### config.mk
export PLATFORM = sky130hd
export DESIGN_NAME = irig_frame_decoder
export DESIGN_NICKNAME = d
export VERILOG_FILES = /design/src/rtl/irig_frame_decoder.sv
export SDC_FILE = /design/constraint.sdc
export NUM_CORES = 1
export LEC_CHECK = 0
export CAP_MARGIN = 10
export CORE_MARGIN = 4
export CORE_UTILIZATION = 30
export DETAILED_ROUTE_END_ITERATION = 8
export SLEW_MARGIN = 15
export SYNTH_ARGS = -nofsm -noshare
export SYNTH_HDL_FRONTEND = slang
export SYNTH_SLANG_ARGS = --single-unit
### constraint.sdc
create_clock -name clk -period 6.5 [get_ports clk]
set_clock_uncertainty 0.05 [all_clocks]
set_input_delay 1.3 -clock clk [delete_from_list [all_inputs] [get_ports clk]]
set_output_delay 1.3 -clock clk [all_outputs]
set_load 0.05 [all_outputs]
### src/rtl/irig_frame_decoder.sv
// IRIG-B (B00x) decoder: pulse-width symbol classifier, 100-symbol frame tracker and BCD time decode.
// Optional macro IRIG_SBS_EN enables decode and range check of the straight-binary-seconds field.
`timescale 1ns/1ps
module irig_frame_decoder #(
  parameter int unsigned CNT_W       = 24,
  parameter int unsigned SYNC_STAGES = 2
) (
  input  logic             clk,
  input  logic             rst,
  input  logic             en,
  input  logic             din,
  input  logic [CNT_W-1:0] debounce,
  input  logic [CNT_W-1:0] min_width,
  input  logic [CNT_W-1:0] zero_max,
  input  logic [CNT_W-1:0] one_max,
  input  logic [CNT_W-1:0] pid_max,
  input  logic [CNT_W-1:0] timeout,
  output logic [5:0]       sec,
  output logic [5:0]       min,
  output logic [4:0]       hr,
  output logic [8:0]       day,
  output logic [6:0]       year,
  output logic [16:0]      sbs,
  output logic             time_valid,
  output logic             locked,
  output logic             frame_err,
  output logic             pps,
  output logic             sym_valid,
  output logic [1:0]       sym
);
  localparam logic [1:0] SYM_ZERO = 2'd0;
  localparam logic [1:0] SYM_ONE  = 2'd1;
  localparam logic [1:0] SYM_P    = 2'd2;
  localparam logic [1:0] SYM_ERR  = 2'd3;

  typedef enum logic {HUNT, CAPTURE} state_t;

  logic [SYNC_STAGES-1:0] sync_q;
  logic                   din_s, deb, deb_q, rise, fall;
  logic [CNT_W-1:0]       deb_cnt, width, edge_cnt;
  logic [1:0]             cls;
  state_t                 state;
  logic [6:0]             idx;
  logic                   p_seen, chk;
  logic [99:0]            frame;

  assign din_s = sync_q[SYNC_STAGES-1];
  assign rise  = deb & ~deb_q;
  assign fall  = ~deb & deb_q;

  // Width thresholds applied at the debounced falling edge
  always_comb begin
    cls = SYM_ERR;
    if (width < min_width)     cls = SYM_ERR;
    else if (width < zero_max) cls = SYM_ZERO;
    else if (width < one_max)  cls = SYM_ONE;
    else if (width < pid_max)  cls = SYM_P;
  end

  // Synchroniser, debounce, width / inter-edge counters and symbol output
  always_ff @(posedge clk) begin
    if (rst || !en) begin
      sync_q    <= '0;
      deb       <= 1'b0;
      deb_q     <= 1'b0;
      deb_cnt   <= '0;
      width     <= '0;
      edge_cnt  <= '0;
      sym_valid <= 1'b0;
      sym       <= SYM_ZERO;
    end else begin
      sync_q <= {sync_q[SYNC_STAGES-2:0], din};
      deb_q  <= deb;
      if (din_s == deb) begin
        deb_cnt <= '0;
      end else if (deb_cnt + CNT_W'(1) >= debounce) begin
        deb     <= din_s;
        deb_cnt <= '0;
      end else begin
        deb_cnt <= deb_cnt + CNT_W'(1);
      end
      if (rise)                        width <= '0;
      else if (deb && (width != '1))   width <= width + CNT_W'(1);
      if (rise)                        edge_cnt <= '0;
      else if (edge_cnt != '1)         edge_cnt <= edge_cnt + CNT_W'(1);
      sym_valid <= fall;
      if (fall) sym <= cls;
    end
  end

  // BCD fields of the captured frame
  logic [3:0] s_u, m_u, h_u, d_u, d_t, y_u, y_t;
  logic [2:0] s_t, m_t;
  logic [1:0] h_t, d_h;
  logic [6:0] sec_b, min_b;
  logic [5:0] hr_b;
  logic [9:0] day_b;
  logic [7:0] year_b;
  logic       sbs_ok, bcd_ok, unused_bits;

  assign s_u = frame[4:1];   assign s_t = frame[8:6];
  assign m_u = frame[13:10]; assign m_t = frame[17:15];
  assign h_u = frame[23:20]; assign h_t = frame[26:25];
  assign d_u = frame[33:30]; assign d_t = frame[38:35]; assign d_h = frame[41:40];
  assign y_u = frame[53:50]; assign y_t = frame[58:55];

  assign sec_b  = 7'(s_t) * 7'd10 + 7'(s_u);
  assign min_b  = 7'(m_t) * 7'd10 + 7'(m_u);
  assign hr_b   = 6'(h_t) * 6'd10 + 6'(h_u);
  assign day_b  = 10'(d_h) * 10'd100 + 10'(d_t) * 10'd10 + 10'(d_u);
  assign year_b = 8'(y_t) * 8'd10 + 8'(y_u);

  // Marker slots and the SBS region are not part of the BCD decode
  assign unused_bits = ^{frame[0], frame[5], frame[9], frame[14], frame[19:18], frame[24],
                         frame[29:27], frame[34], frame[39], frame[49:42], frame[54], frame[99:59]};

`ifdef IRIG_SBS_EN
  logic [16:0] sbs_b;
  assign sbs_b  = {frame[97:90], frame[88:80]};
  assign sbs_ok = (sbs_b <= 17'd86399);
`else
  assign sbs_ok = 1'b1;
  assign sbs    = '0;
`endif

  assign bcd_ok = (s_u <= 4'd9) && (m_u <= 4'd9) && (h_u <= 4'd9) && (d_u <= 4'd9) &&
                  (d_t <= 4'd9) && (y_u <= 4'd9) && (y_t <= 4'd9) &&
                  (sec_b <= 7'd59) && (min_b <= 7'd59) && (hr_b <= 6'd23) &&
                  (day_b >= 10'd1) && (day_b <= 10'd366) && sbs_ok;

  function automatic logic is_marker(input logic [6:0] i);
    case (i)
      7'd0, 7'd9, 7'd19, 7'd29, 7'd39, 7'd49,
      7'd59, 7'd69, 7'd79, 7'd89, 7'd99: is_marker = 1'b1;
      default:                           is_marker = 1'b0;
    endcase
  endfunction

  // Frame tracking FSM with registered time outputs
  always_ff @(posedge clk) begin
    if (rst || !en) begin
      state <= HUNT;
      idx <= '0; p_seen <= 1'b0; chk <= 1'b0; frame <= '0;
      sec <= '0; min <= '0; hr <= '0; day <= '0; year <= '0;
      time_valid <= 1'b0; locked <= 1'b0; frame_err <= 1'b0; pps <= 1'b0;
`ifdef IRIG_SBS_EN
      sbs <= '0;
`endif
    end else begin
      time_valid <= 1'b0;
      frame_err  <= 1'b0;
      pps        <= 1'b0;
      chk        <= 1'b0;
      if (rise && (state == CAPTURE) && (idx == 7'd0) && locked) pps <= 1'b1;
      if (chk) begin
        if (bcd_ok) begin
          sec <= sec_b[5:0]; min <= min_b[5:0]; hr <= hr_b[4:0];
          day <= day_b[8:0]; year <= year_b[6:0];
`ifdef IRIG_SBS_EN
          sbs <= sbs_b;
`endif
          time_valid <= 1'b1;
          locked     <= 1'b1;
        end else begin
          frame_err <= 1'b1;
          locked    <= 1'b0;
        end
      end
      if (sym_valid) begin
        if (state == HUNT) begin
          if (sym == SYM_P && p_seen) begin
            state  <= CAPTURE;
            idx    <= 7'd1;
            p_seen <= 1'b0;
          end else begin
            p_seen <= (sym == SYM_P);
          end
        end else if ((sym == SYM_ERR) || ((sym == SYM_P) != is_marker(idx))) begin
          frame_err <= 1'b1;
          state     <= HUNT;
          locked    <= 1'b0;
          p_seen    <= (sym == SYM_P);
        end else begin
          frame[idx] <= (sym == SYM_ONE);
          if (idx == 7'd99) begin
            idx <= '0;
            chk <= 1'b1;
          end else begin
            idx <= idx + 7'd1;
          end
        end
      end else if ((state == CAPTURE) && (edge_cnt >= timeout)) begin
        frame_err <= 1'b1;
        state     <= HUNT;
        locked    <= 1'b0;
        p_seen    <= 1'b0;
      end
    end
  end
endmodule

==> results.txt <==
----------------------------------------------------
[Pwr]
  Leakage power figure ... 0.007008 µW
  Highest ir drop seen on vdd ... 0.1478 mV
  Total power density per cell area ... 145.1 mW/mm²

[Synthesis]
  Synth Flop Type ... sky130_fd_sc_hd__dfxtp_1
  Number of different library cells in the post-synthesis netlist ... 67
  Cell with the most instances after synthesis ... sky130_fd_sc_hd__ha_1
  Flop and latch count out of synthesis ... 164
  Most numerous cell types in the synthesized netlist ... sky130_fd_sc_hd__ha_1 (183), sky130_fd_sc_hd__inv_1 (173), sky130_fd_sc_hd__dfxtp_1 (164)
  Summed instance area of the synthesized netlist ... 0.01216 mm²
  Async set or reset register ratio after synthesis ... 0
  Number of flops mapped to enable cells by yosys ... 0
  Area contributors post-synth ... sky130_fd_sc_hd__dfxtp_1 (27%), sky130_fd_sc_hd__ha_1 (19%), sky130_fd_sc_hd__mux2i_1 (5.5%)
  Post-Synthesis Mean Instance Area ... 8.288 µm²
  Portion of synthesized cell area occupied by the leading cell type ... 0.2700
  Cell type with the highest aggregate area in the netlist ... sky130_fd_sc_hd__dfxtp_1
  Yosys synthesis warning count ... 0
  Seq/Total Area, Yosys ... 0.2700
  Post-Syn Instances ... 1467

[Place]
  Final Wtd Congestion ... roughly 0.82
  Worst slack, placed ... 2.104 ns
  Number of buffers inserted by port buffering ... ~190
  Dpl hpwl ... 24940 µm

[CTS]
  TritonCTS clock tree ... done
  Skew-Pair Late Insertion Delay ... 0.44 ns
  Clock Tree Root ... sky130_fd_sc_hd__clkbuf_16
  CTS Buffer Depth ... 2
  Post CTS Setup Buffer Count ... 0
  Total number of clock tree sinks ... approximately 160
  Worst-path clk slew ... 0.08 ns
  TritonCTS buffer count ... 17
  PostCTS Resize Cnt ... 0
  Level count of the clock H-tree ... 4
  Count of hold-fix buffers inserted at cts ... 0

[Cells and area]
  Antenna fix cells ... 0
  Share of post-route cells with drive strength above 1 ... 0.03345
  End-of-flow core utilization ... 0.3773
  Number of nets in the layout ... 1971
  Area growth, synth to finish ... 23.85%

[Worst setup path]
  Required @ worst endpoint ... 6.80 ns
  Critical path, cell by cell ... ha_1 > ha_1 > fa_1 > xor2_1 > ha_1 > ha_1 > nand3_1 > o21ai_0 > xor2_1 > a31o_2 > a32oi_1 > nor4bb_4 > buf_4 > mux2i_1
  RR Startpoint ... frame[36]$_SDFFE_PP0P_
  Startpoint kind of the worst setup timing path ... flop
  Endpoint type of the worst setup path ... flop
  Slowest library cell on the worst path ... sky130_fd_sc_hd__buf_4
  Peak per-stage delay on the critical path ... approximately 0.5 ns
  Crit Path Class ... reg -> reg
  Number of cells on the critical path ... 14
  Crit path launch ... frame[36]$_SDFFE_PP0P_
  Family with the most delay on the worst path ... adder cells
  Depth of the most critical reg-to-reg path ... 14
  Buffers plus inverters on the worst setup path ... 1
  Worst path arrival time ... about 4.5 ns
  Top cell by count, worst path ... sky130_fd_sc_hd__ha_1
  Largest fanout of any net on the critical path ... 33

[Timing]
  Final count of hold timing violations ... 0
  Count of final max-slew check failures ... 0
  Setup total negative slack ... 0 ns
  Headroom to the max-slew limit ... 0.2485
  Share of the clock period used by the worst path after layout ... 0.6523
  Highest achievable clock rate ... around 240 MHz
  Clock period minus worst slack ... 4.240 ns
  Setup repair after global routing missed its margin ... no
  Setup WS post-layout ... around 2.3 ns
  Measured slew at the worst slew-check pin ... 1.127 ns
  Worst hold slack across all endpoints ... 0.4080 ns
  Final-report setup violation count ... 0

[Die]
  Area of the placeable core ... 0.03991 mm²
  Number of placement rows ... 73
  Height of the die ... ~210 µm
  Number of top-level pins ... 205
  Die footprint ... approximately 0.044 mm²
  Die outline width ... 209.3 µm
  Starting utilization of the core area ... 0.3046

[Worst hold path]
  Hold path start ... year[5]$_SDFFE_PP0P_
  Worst Hold Depth ... 2
  Hold/Removal Path Class ... reg -> reg

[Status]
  Outcome ... finished clean

[Routing]
  Count of TritonRoute iterations in the first routing pass ... 5
  Routed via count ... 10510
  Wire length after detailed routing ... 31990 µm
  Violation count after the first detailed-routing iteration ... ~520
  Routed length per placed instance ... roughly 15 µm
  Routed vias/inst ... 4.844
  Antenna-violating nets left ... 0
  Drt drc ... 0

[Global route]
  Initial antenna violation count ... 0
  Via count of the first global-routing pass ... 10450
  Largest net degree at the start of global routing ... 111
  Global-route wire length before repair ... 52850 µm
  Combined global-route utilization of all metal layers ... 0.1444
  Grt ovf ... 0

[Flow run]
  Maxcap violations ... 0

----------------------------------------------------
[routing by layer]
metal | vias up | routed length, µm | GRT usage
met5 | - | 0 | 0
met4 | 0 | 501 | 0.03803
met3 | 25 | 1258 | 0.02586
met2 | 168 | 15060 | 0.2413
met1 | 4928 | 15170 | 0.1929
li1 | 5386 | - | -
[metrics by stage]
step | area [µm²] | cells | power (µW)
finish | 15060 | 2169 | 2185
floorplan | 12220 | 1483 | 1128
CTS | 15060 | 2169 | 2229
detailed placement | 14500 | 2137 | 1231
global placement | 14500 | 2137 | 1227
global route | 15060 | 2169 | 2286
[sequential cells by signal, summed over array words and instances, names as in the netlist]
| name | cells |
|---|---|
| chk | 1 |
| deb_cnt | 24 |
| sym | 2 |
| day | 9 |
| width | 24 |
| sym_valid | 1 |
| edge_cnt | 24 |
| deb | 1 |
| frame | 38 |
| hr | 5 |
| sec | 6 |
| locked | 1 |
| pps | 1 |
| min | 6 |
| frame_err | 1 |
| sync_q | 2 |
| idx | 7 |
| year | 7 |
| state | 1 |
| deb_q | 1 |
| time_valid | 1 |
| p_seen | 1 |
[placed cells by master, fill, tap and decap left out, types with 50 or more instances in the layout]
cell type and instances:
sky130_fd_sc_hd__nand2_1 148, sky130_fd_sc_hd__a21oi_1 51, sky130_fd_sc_hd__ha_1 183, sky130_fd_sc_hd__clkdlybuf4s50_1 187, sky130_fd_sc_hd__dfxtp_1 164, sky130_fd_sc_hd__mux2i_1 67
sky130_fd_sc_hd__xor2_1 50, sky130_fd_sc_hd__nand3_1 60, sky130_fd_sc_hd__nand4_1 61, sky130_fd_sc_hd__inv_1 173, sky130_fd_sc_hd__nor2_1 84
[worst reg2reg max path, stage by stage (launching register included)]
cell,delay (ns)
sky130_fd_sc_hd__dfxtp_1,0.35
sky130_fd_sc_hd__ha_1,0.31
sky130_fd_sc_hd__ha_1,0.23
sky130_fd_sc_hd__fa_1,0.39
sky130_fd_sc_hd__xor2_1,0.16
sky130_fd_sc_hd__ha_1,0.27
sky130_fd_sc_hd__ha_1,0.35
sky130_fd_sc_hd__nand3_1,0.08
sky130_fd_sc_hd__o21ai_0,0.26
sky130_fd_sc_hd__xor2_1,0.15
sky130_fd_sc_hd__a31o_2,0.24
sky130_fd_sc_hd__a32oi_1,0.31
sky130_fd_sc_hd__nor4bb_4,0.25
sky130_fd_sc_hd__buf_4,0.50
sky130_fd_sc_hd__mux2i_1,0.27
[kinds of logic after synthesis]
group	Yosys count	share of synthesized area
adder cells (fa/ha/maj)	192	0.2031
AND/OR/NAND/NOR	510	0.2143
flip-flops	164	0.2700
other	1	0.0003084
buffers and inverters	236	0.08006
multiplexers	68	0.05639
XOR/XNOR	85	0.06123
AO/OA/AOI/OAI	211	0.1145
[final timing paths]
path                          endpoint  slack (ns)
setup / recovery   sec[1]$_SDFFE_PP0P_        2.26
hold / removal    year[5]$_SDFFE_PP0P_        0.41
setup reg to reg   sec[1]$_SDFFE_PP0P_        2.26
hold reg to reg   year[5]$_SDFFE_PP0P_        0.41
[final cells by class]
type / count / area [µm²]
inverter: 173 / 649.4
fill: 4045 / 24860
timing repair buffer: 192 / 1909
clock buffer: 19 / 442.9
multi-input combinational: 1083 / 8001
clock inverter: 13 / 116.4
sequential: 164 / 3283
tap: 525 / 656.9
[power breakdown]
group / switching (µW) / internal (µW) / leakage (µW)
Sequential: 1.25 / 1010 / 0.00132
Clock: 467 / 512 / 0.000266
Combinational: 93.0 / 107 / 0.00542
Total: 561 / 1620 / 0.00701
No activity file was read; power rests on OpenSTA's default activity.
